[src/rtl/muldiv_unit_pkg.sv]
// Shared types and funct3 codes for the iterative RV32M multiply/divide unit.
// No logic here; latency and backpressure are defined by the users of these types.
package muldiv_unit_pkg;

    localparam int ROB_W = 5;
    localparam int PHY_W = 6;

    localparam logic [2:0] MD_MUL    = 3'b000;
    localparam logic [2:0] MD_MULH   = 3'b001;
    localparam logic [2:0] MD_MULHSU = 3'b010;
    localparam logic [2:0] MD_MULHU  = 3'b011;
    localparam logic [2:0] MD_DIV    = 3'b100;
    localparam logic [2:0] MD_DIVU   = 3'b101;
    localparam logic [2:0] MD_REM    = 3'b110;
    localparam logic [2:0] MD_REMU   = 3'b111;

    typedef enum logic [1:0] {
        IDLE = 2'd0,
        CALC = 2'd1,
        DONE = 2'd2
    } MD_STATE_t;

    typedef struct packed {
        logic [6:0]       opcode;
        logic [2:0]       funct3;
        logic [6:0]       funct7;
        logic [ROB_W-1:0] rob_id;
        logic [PHY_W-1:0] rd_phy;
        logic [PHY_W-1:0] rs1_phy;
        logic [PHY_W-1:0] rs2_phy;
    } RS_ENTRY_t;

    function automatic logic md_a_signed(input logic [2:0] f3);
        return (f3 == MD_MUL) || (f3 == MD_MULH) || (f3 == MD_MULHSU) ||
               (f3 == MD_DIV) || (f3 == MD_REM);
    endfunction

    function automatic logic md_b_signed(input logic [2:0] f3);
        return (f3 == MD_MUL) || (f3 == MD_MULH) || (f3 == MD_DIV) || (f3 == MD_REM);
    endfunction

endpackage

[src/rtl/muldiv_unit_iter_core.sv]
// Unsigned radix-2 shift-add multiplier / restoring divider, one bit per step.
// acc_nxt is the accumulator value after the current step; no backpressure, caller owns sequencing.
module muldiv_iter_core #(
    parameter int W = 32
) (
    input  logic           clk,
    input  logic           rst_n,
    input  logic           start,
    input  logic           div_mode,
    input  logic           step,
    input  logic [W-1:0]   op_a,
    input  logic [W-1:0]   op_b,
    output logic [2*W-1:0] acc_nxt
);

    // acc holds {partial product, multiplier} or {remainder, dividend/quotient}
    logic [2*W-1:0] acc_q, acc_d;
    logic [W-1:0]   m_q, m_d;
    logic           mode_q, mode_d;

    logic [W:0]     sum;
    logic [W:0]     shifted;
    logic [W:0]     diff;
    logic           ge;

    always_comb begin
        sum     = {1'b0, acc_q[2*W-1:W]} + (acc_q[0] ? {1'b0, m_q} : {(W+1){1'b0}});
        shifted = {acc_q[2*W-1:W], acc_q[W-1]};
        diff    = shifted - {1'b0, m_q};
        ge      = (shifted >= {1'b0, m_q});
        if (mode_q) begin
            acc_nxt = {(ge ? diff[W-1:0] : shifted[W-1:0]), acc_q[W-2:0], ge};
        end else begin
            acc_nxt = {sum, acc_q[W-1:1]};
        end
    end

    always_comb begin
        acc_d  = acc_q;
        m_d    = m_q;
        mode_d = mode_q;
        if (start) begin
            acc_d  = {{W{1'b0}}, (div_mode ? op_a : op_b)};
            m_d    = div_mode ? op_b : op_a;
            mode_d = div_mode;
        end else if (step) begin
            acc_d  = acc_nxt;
        end
    end

    always_ff @(posedge clk or negedge rst_n) begin
        if (!rst_n) begin
            acc_q  <= '0;
            m_q    <= '0;
            mode_q <= 1'b0;
        end else begin
            acc_q  <= acc_d;
            m_q    <= m_d;
            mode_q <= mode_d;
        end
    end

endmodule

[src/rtl/muldiv_unit.sv]
// RV32M multiply/divide unit: DATA_WIDTH+1 cycles via the core, 1 cycle for div-by-zero/overflow.
// busy_md blocks issue from acceptance until the result cycle; flush abandons work at any time.
module muldiv_unit
    import muldiv_unit_pkg::*;
#(
    parameter int DATA_WIDTH = 32,
    parameter int ROB_WIDTH  = ROB_W,
    parameter int PHY_WIDTH  = PHY_W
) (
    input  logic                  clk,
    input  logic                  rst,
    input  logic                  flush,
    input  RS_ENTRY_t             issue_instruction_md,
    input  logic                  issue_md_valid,
    output logic [PHY_WIDTH-1:0]  rs1_phy_md,
    output logic [PHY_WIDTH-1:0]  rs2_phy_md,
    input  logic [DATA_WIDTH-1:0] rs1_data_md,
    input  logic [DATA_WIDTH-1:0] rs2_data_md,
    output logic                  md_valid,
    output logic [DATA_WIDTH-1:0] md_output,
    output logic [ROB_WIDTH-1:0]  md_rob_id,
    output logic [PHY_WIDTH-1:0]  rd_phy_md,
    output logic                  busy_md
);

    localparam int W     = DATA_WIDTH;
    localparam int CNT_W = $clog2(DATA_WIDTH);

    MD_STATE_t             state_q, state_d;
    logic [CNT_W-1:0]      cnt_q, cnt_d;
    logic [2:0]            f3_q, f3_d;
    logic                  neg_q, neg_d;
    logic [ROB_WIDTH-1:0]  rob_q, rob_d;
    logic [PHY_WIDTH-1:0]  rd_q, rd_d;
    logic [W-1:0]          out_q, out_d;
    logic [ROB_WIDTH-1:0]  out_rob_q, out_rob_d;
    logic [PHY_WIDTH-1:0]  out_rd_q, out_rd_d;

    logic [2:0]     f3;
    logic           accept, is_div, a_neg, b_neg, res_neg, div_zero, ovf, fast;
    logic [W-1:0]   a_mag, b_mag, fast_res;
    logic [2*W-1:0] acc_nxt, prod_s;
    logic [W-1:0]   mul_res, div_v, div_s, core_res;
    logic           unused_fields;

    assign rs1_phy_md    = PHY_WIDTH'(issue_instruction_md.rs1_phy);
    assign rs2_phy_md    = PHY_WIDTH'(issue_instruction_md.rs2_phy);
    assign unused_fields = ^{issue_instruction_md.opcode, issue_instruction_md.funct7};

    assign f3     = issue_instruction_md.funct3;
    assign accept = issue_md_valid && (state_q == IDLE) && !flush;
    assign is_div = f3[2];

    always_comb begin
        a_neg    = md_a_signed(f3) && rs1_data_md[W-1];
        b_neg    = md_b_signed(f3) && rs2_data_md[W-1];
        a_mag    = a_neg ? -rs1_data_md : rs1_data_md;
        b_mag    = b_neg ? -rs2_data_md : rs2_data_md;
        // remainder takes the dividend's sign, everything else the product of signs
        res_neg  = (is_div && f3[1]) ? a_neg : (a_neg ^ b_neg);
        div_zero = is_div && (rs2_data_md == '0);
        ovf      = is_div && md_b_signed(f3) && (rs1_data_md == {1'b1, {(W-1){1'b0}}})
                   && (&rs2_data_md);
        fast     = div_zero || ovf;
        if (div_zero) begin
            fast_res = f3[1] ? rs1_data_md : {W{1'b1}};
        end else begin
            fast_res = f3[1] ? {W{1'b0}} : rs1_data_md;
        end
    end

    muldiv_iter_core #(.W(W)) u_core (
        .clk      (clk),
        .rst_n    (rst),
        .start    (accept && !fast),
        .div_mode (is_div),
        .step     (state_q == CALC),
        .op_a     (a_mag),
        .op_b     (b_mag),
        .acc_nxt  (acc_nxt)
    );

    // High-half results need the full-width product negated before selecting
    always_comb begin
        prod_s   = neg_q ? -acc_nxt : acc_nxt;
        mul_res  = (f3_q == MD_MUL) ? prod_s[W-1:0] : prod_s[2*W-1:W];
        div_v    = f3_q[1] ? acc_nxt[2*W-1:W] : acc_nxt[W-1:0];
        div_s    = neg_q ? -div_v : div_v;
        core_res = f3_q[2] ? div_s : mul_res;
    end

    always_comb begin
        state_d   = state_q;
        cnt_d     = cnt_q;
        f3_d      = f3_q;
        neg_d     = neg_q;
        rob_d     = rob_q;
        rd_d      = rd_q;
        out_d     = out_q;
        out_rob_d = out_rob_q;
        out_rd_d  = out_rd_q;
        case (state_q)
            IDLE: begin
                if (accept) begin
                    f3_d  = f3;
                    neg_d = res_neg;
                    rob_d = ROB_WIDTH'(issue_instruction_md.rob_id);
                    rd_d  = PHY_WIDTH'(issue_instruction_md.rd_phy);
                    if (fast) begin
                        state_d   = DONE;
                        out_d     = fast_res;
                        out_rob_d = ROB_WIDTH'(issue_instruction_md.rob_id);
                        out_rd_d  = PHY_WIDTH'(issue_instruction_md.rd_phy);
                    end else begin
                        state_d = CALC;
                        cnt_d   = CNT_W'(DATA_WIDTH - 1);
                    end
                end
            end
            CALC: begin
                if (cnt_q == '0) begin
                    if (!flush) begin
                        state_d   = DONE;
                        out_d     = core_res;
                        out_rob_d = rob_q;
                        out_rd_d  = rd_q;
                    end
                end else begin
                    cnt_d = cnt_q - 1'b1;
                end
            end
            DONE:    state_d = IDLE;
            default: state_d = IDLE;
        endcase
        if (flush) begin
            state_d = IDLE;
        end
    end

    always_ff @(posedge clk or negedge rst) begin
        if (!rst) begin
            state_q   <= IDLE;
            cnt_q     <= '0;
            f3_q      <= '0;
            neg_q     <= 1'b0;
            rob_q     <= '0;
            rd_q      <= '0;
            out_q     <= '0;
            out_rob_q <= '0;
            out_rd_q  <= '0;
        end else begin
            state_q   <= state_d;
            cnt_q     <= cnt_d;
            f3_q      <= f3_d;
            neg_q     <= neg_d;
            rob_q     <= rob_d;
            rd_q      <= rd_d;
            out_q     <= out_d;
            out_rob_q <= out_rob_d;
            out_rd_q  <= out_rd_d;
        end
    end

    assign md_valid  = (state_q == DONE) && !flush;
    assign md_output = out_q;
    assign md_rob_id = out_rob_q;
    assign rd_phy_md = out_rd_q;
    assign busy_md   = (state_q != IDLE);

endmodule

[config.mk]
export PLATFORM = sky130hd
export DESIGN_NAME = muldiv_unit
export DESIGN_NICKNAME = d
export VERILOG_FILES = /design/src/rtl/muldiv_unit_pkg.sv /design/src/rtl/muldiv_unit_iter_core.sv /design/src/rtl/muldiv_unit.sv
export SDC_FILE = /design/constraint.sdc
export NUM_CORES = 1
export LEC_CHECK = 0
export ABC_AREA = 1
export ABC_CLOCK_PERIOD_IN_PS = 9030
export CORE_ASPECT_RATIO = 0.75
export CORE_MARGIN = 1.5
export CORE_UTILIZATION = 41
export CTS_CLUSTER_SIZE = 30
export DETAILED_ROUTE_END_ITERATION = 12
export HOLD_SLACK_MARGIN = 0.06
export PLACE_DENSITY = 0.72
export SKIP_CTS_REPAIR_TIMING = 1
export SLEW_MARGIN = 20
export SYNTH_ARGS = -nofsm -noshare
export SYNTH_HDL_FRONTEND = slang
export SYNTH_SLANG_ARGS = --single-unit
[constraint.sdc]
create_clock -name clk -period 9.03 [get_ports clk]
set_input_delay 1.806 -clock clk [delete_from_list [all_inputs] [get_ports clk]]
set_output_delay 1.806 -clock clk [all_outputs]
set_load 0.02 [all_outputs]
== After elaboration in Yosys (flattened, before gate mapping) ==
Cells that the tools add are included.
Storage, ports and cells
  input bits: 108
  bits in registers: 162
  word-level logic and storage cells: 111
  output and inout bits: 57
Operators by class
  reductions and logical operators: 33
  bitwise logic cells: 1
  add/subtract/negate cells: 7
  multiplexer cells: 42
  equal/unequal tests: 15
  $lt $le $gt $ge: 1
Operators by type and width (count)
  $mux 32: 17
  $mux 64: 4
  $neg 32->32: 3
  $neg 64->64: 1
  $pmux 32 s2: 1
  $mux 5: 7
  $add 32x32->33: 1
  $ge 33x32->1: 1
  $eq 32x32->1 const B: 1
  $logic_not 32->1: 1
  $reduce_and 32->1: 1
  $sub 32x32->32: 1
  $mux 6: 4
  $pmux 5 s2: 2
  $ne 2x2->1 const B: 6
  $pmux 6 s2: 1
  $logic_and 1x1->1: 11
  $mux 2: 4
  $logic_or 1x1->1: 7
  $eq 3x3->1 const B: 2
  $logic_not 3->1: 2
  $ne 3x3->1 const B: 2
  $reduce_bool 2->1: 3
  $logic_not 5->1: 1
  13 further kinds: 15

== Depth between registers and ports, before layout ==
  depth after elaboration: 12
  gate-level depth with buffers: 33
  depth with buffers taken out: 33

== By module ==
Synthesis repeated with hierarchy kept, for this count alone.
Unflattened totals
  cells, all modules: 3496
  area total of the unflattened synthesis: 20140.6 um2
By module, submodules not included
  muldiv_iter_core: instances 1, cells an instance 1692, sequential area each 2427.3 um2, area each 10451.3 um2
  muldiv_unit: instances 1, cells an instance 1804, sequential area each 1626.6 um2, area each 9689.3 um2

== Worst setup path before layout ==
OpenSTA, ideal clock, no wires.
  path type: input to output
  start: input port flush
  end: output port md_valid
  data required time: 7.224 ns
  setup slack: 4.921 ns
  path buffers: 0
  arrival time: 2.303 ns
  stages: 1
  path through: nor3_1
On the way
  longest elaborated chain between the ends: 2
RTL lines
  start: declaration: RTL line muldiv_unit.sv:12  | input logic flush,
  $logic_not 1->1: RTL line muldiv_unit.sv:164  | assign md_valid = (state_q == DONE) && !flush;
  $logic_and 1x1->1: RTL line muldiv_unit.sv:164
  end: declaration: RTL line muldiv_unit.sv:19  | output logic md_valid,
No other way between the ends.

== Worst setup path in the final report ==
  start: register u_core.m_q[24]
  end: register out_q[22] (netlist: md_output[22])
On the way
  longest elaborated chain between the ends: 10
  elaborated cells between the ends (all ways): 13
  those cells by class: add/sub: 2; order compare: 1; mux: 10
RTL lines
  start: declaration: RTL line muldiv_unit_iter_core.sv:18  | logic [W-1:0] m_q, m_d;
  start signal: assignment: RTL line muldiv_unit_iter_core.sv:58  | m_q <= m_d;
  $ge 33x32->1 *: RTL line muldiv_unit_iter_core.sv:30  | ge = (shifted >= {1'b0, m_q});
  $mux 32: RTL line muldiv_unit_iter_core.sv:32  | acc_nxt = {(ge ? diff[W-1:0] : shifted[W-1:0]), acc_q[W-2:0], ge};
  $mux 64 *: RTL line muldiv_unit_iter_core.sv:31  | if (mode_q) begin
  $neg 64->64 or $mux 32 (tied branches): RTL line muldiv_unit.sv:85, muldiv_unit.sv:87
  $mux 64 or $neg 32->32 (tied branches): RTL line muldiv_unit.sv:85, muldiv_unit.sv:88
  $mux 32 (on tied branches): RTL line muldiv_unit.sv:86, muldiv_unit.sv:88
  $mux 32 *: RTL line muldiv_unit.sv:89  | core_res = f3_q[2] ? div_s : mul_res;
  $mux 32 *: RTL line muldiv_unit.sv:122  | if (!flush) begin
  $mux 32 *: RTL line muldiv_unit.sv:121  | if (cnt_q == '0) begin
  $pmux 32 s2 *: RTL line muldiv_unit.sv:102  | case (state_q)
  end signal: assignment: RTL line muldiv_unit.sv:158  | out_q <= out_d;
  end: declaration: RTL line muldiv_unit.sv:35  | logic [W-1:0] out_q, out_d;
Mark *: on every way between the ends. The rest lies on a longest branch, timed or not. The select of a mux whose other input is x is not followed.
A chain may end at the register's enable or synchronous reset.

==> results by group <==
Worst setup path
  – CP required: 9.38 ns
  – Crit end category: register
  – Reg2reg setup slack: approximately 3.4 ns
  – Largest fanout on the critical path: 43
  – Crit-path max cell delay: 0.57 ns
  – Kind of critical path: register to register
  – Most frequent CP cell: nand2_1
  – Startpoint Class: register
  – Critical-path top delay cell: dfrtp_1
  – Top delay family on crit path: simple AND/OR/NAND/NOR gates
  – Worst endpoint data arrival time: 5.99 ns
  – Worst Path Buf+Inv: 3

Clock network
  – Clock tree buffer depth: 2
  – # clock sinks: 162
  – CTS clk-pin slew, worst paths: 0.07 ns
  – Root buffer cell: clkbuf_16
  – H-Tree Depth: 4
  – CTS tree: yes
  – Worst-Skew Late Latency: 0.48 ns
  – Cts bufs inserted: 17

Global route
  – Largest net degree at the start of global routing: 70
  – Grt peak-use layer: met1
  – Global-route wire length before repair: about 130000 um
  – Initial antenna violation count: 1
  – Grt ovf: 0
  – GRT met3 Usage: 13.35%
  – Grt met1 use: between 50% and 60%
  – GRT Util Overall: 35.31%
  – Vias in the first global route: 20901
  – M2 GR Usage: 45.21%

Final layout
  – Layout net count: 3670
  – Commonest non-fill, non-tap cells in the layout: nand2_1, inv_1, nor2_1, nand3_1, o21ai_0
  – Ant diodes: 0
  – Commonest non-fill, non-tap cell in the layout: nand2_1
  – Synthesis-to-finish area growth: 10.80%
  – Final Non-Filler Cells: between 4000 and 5000
  – Filler cells: 5200
  – Design area: 0.02220 mm2
  – Share of cells above drive strength 1: 5.882%

Yosys
  – Post-synthesis mux area share: 0.1124%
  – Simple-gate portion of the synthesized area: ~43%
  – Synthesized Nets: about 3600
  – Post-synth ARST share: 100.0%
  – Yosys cell types: 56
  – Cells after Synth: roughly 3500
  – Compound-Gate Fraction of Synth Area: 15.51%
  – Mapped Area: 0.02003 mm2
  – Ys Warns: 0
  – Adder-cell share of the synthesized area: 4.634%
  – XOR/XNOR Fraction of Synth Area: between 4 and 5%
  – Seq/Total Area, Yosys: 20.24%
  – Largest family of logic cells by synthesized area: simple AND/OR/NAND/NOR gates
  – Syn avg cell area: 5.785 um2
  – Synthesized flop and latch total: 162
  – Ys flop type: dfrtp_1
  – Number of synthesized flops with an enable pin: 0

Route
  – Starting DRC count in detailed routing: 4151
  – Vias/cell: 5.797
  – DR vias: 24004
  – Final antenna-violating net count: 0
  – DR pass1 iterations: 7
  – Detailed Route WL: 89850 um
  – Average wire per standard cell: ~22 um
  – DRC viols: 0

Timing
  – Final Hold Fails: 0
  – Worst clock skew: 0.01607 ns
  – Crit path time final: ~5.6 ns
  – Achievable Freq: roughly 180 MHz
  – Fin crit share: 62.37%
  – Slew margin rel.: 13.93%
  – # setup viols final: 0
  – Worst slew pin tran: 1.278 ns
  – Final Max Slew Viols: 0
  – Unrepaired setup endpoints after global routing: no
  – Worst setup margin: 3.398 ns
  – Setup TNS Final: 0 ns

Pwr
  – Post-layout total power: 8.245 mW
  – VDD IR max: 0.1486 mV
  – PwrDens: 371.5 mW/mm2
  – Pleak: 11.12 nW

Placement
  – Dpl cells: 4109
  – Placement Setup Slack: 3.324 ns
  – Port buffer count: 126
  – Placer Congestion: 1.061
  – Placed cell areas: approximately 0.022 mm2
  – Detailed Place HPWL: 72330 um

Floorplan
  – Die X: about 260 um
  – Core footprint: 0.04783 mm2
  – Die Span Y: 194.4 um
  – IO Count: between 150 and 200
  – Total die area: 0.05021 mm2
  – Initial Utilization: 41.89%
  – Row count: slightly below 70

Run
  – Max-cap viol count: 0

Run status
  – Status: finished clean

Min path
  – Min-Delay Path Class: register to register
## cell type report
class	instances	area [um2]	share of cell area, %
Timing Repair Buffer	156	1488	6.702
Tap cell	639	799.5	3.602
Multi-Input combinational cell	2693	13500	60.80
Sequential cell	162	4061	18.30
Clock buffer	18	429.2	1.933
Inverter	459	1723	7.762
Clock inverter	14	200.2	0.9019
## Yosys cell counts (all sizes together), types with 3 or more instances
master	n	area share (%)
buf	61	2.2
nor2	394	7.9
nand2	1097	21
a211oi	6	0.22
or2	16	0.50
a21oi	153	3.9
dfrtp	162	20
nand4	66	2.1
o221ai	9	0.39
and2	4	0.12
xor2	66	2.9
nor3	42	1.1
o21ai	213	5.7
nand3b	19	0.71
o22ai	51	1.6
nor4	12	0.37
a21boi	4	0.15
a31oi	43	1.3
a221oi	12	0.52
xnor2	27	1.2
o211ai	15	0.56
o21bai	15	0.58
ha	71	4.4
a22oi	3	0.11
clkbuf	88	1.6
nand3	340	9.1
inv	459	8.6
## routing by layer
| layer | wire length [um] | vias to the layer above |
|---|---|---|
| li1 | - | 11298 |
| met1 | 40890 | 11068 |
| met2 | 33380 | 1523 |
| met3 | 13990 | 113 |
| met4 | 1572 | 2 |
| met5 | 12 | - |
## final timing paths
check / start / end / cells after the start
min in group asynchronous: rst / u_core.acc_q[62]$_DFFE_PN0P_ / 1
hold reg to reg: md_output[1]$_DFFE_PN0P_ / md_output[1]$_DFFE_PN0P_ / 2
setup reg to reg: u_core.m_q[24]$_DFFE_PN0P_ / md_output[22]$_DFFE_PN0P_ / 30
setup / recovery: u_core.m_q[24]$_DFFE_PN0P_ / md_output[22]$_DFFE_PN0P_ / 30
max in group asynchronous: rst / u_core.mode_q$_DFFE_PN0P_ / 2
hold / removal: md_output[1]$_DFFE_PN0P_ / md_output[1]$_DFFE_PN0P_ / 2
## worst min-delay path, delay by kind of cell, from the launching register on
kind | cells | cell delay (ns)
flops | 1 | 0.34
simple gates | 2 | 0.11
## flip-flops by register name, summed over array words and instances, names as in the netlist
signal	count
cnt_q	5
f3_q	3
md_output	32
md_rob_id	5
neg_q	1
rd_phy_md	6
rd_q	6
rob_q	5
state_q	2
u_core.acc_q	64
u_core.m_q	32
u_core.mode_q	1
## cell families (layout without fill, tap and decap cells)
family	count (synthesis)	count (layout)
AND/OR/NAND/NOR	1991	1991
flip-flops	162	162
buffers and inverters	608	647
multiplexers	1	1
XOR/XNOR	93	93
AO/OA/AOI/OAI	535	535
adder cells (fa/ha/maj)	73	73
## per-stage QoR
stage / hold WS, ns / util [%]
global route: 0.5086 / 46.41
finish: 0.4853 / 46.41
CTS: 0.4827 / 46.41
floorplan: 0.4492 / -
detailed placement: 0.4660 / 45.09
global placement: 0.4624 / 45.09
## power breakdown
| group | total [mW] | switching, mW | leakage (nW) | internal [mW] |
|---|---|---|---|---|
| combinational | 6.12 | 4.34 | 8.89 | 1.78 |
| clock | 0.826 | 0.359 | 0.303 | 0.467 |
| sequential | 1.30 | 0.299 | 1.93 | 1.00 |
| total | 8.25 | 5.00 | 11.1 | 3.25 |
(Power assumes the default switching activity.)
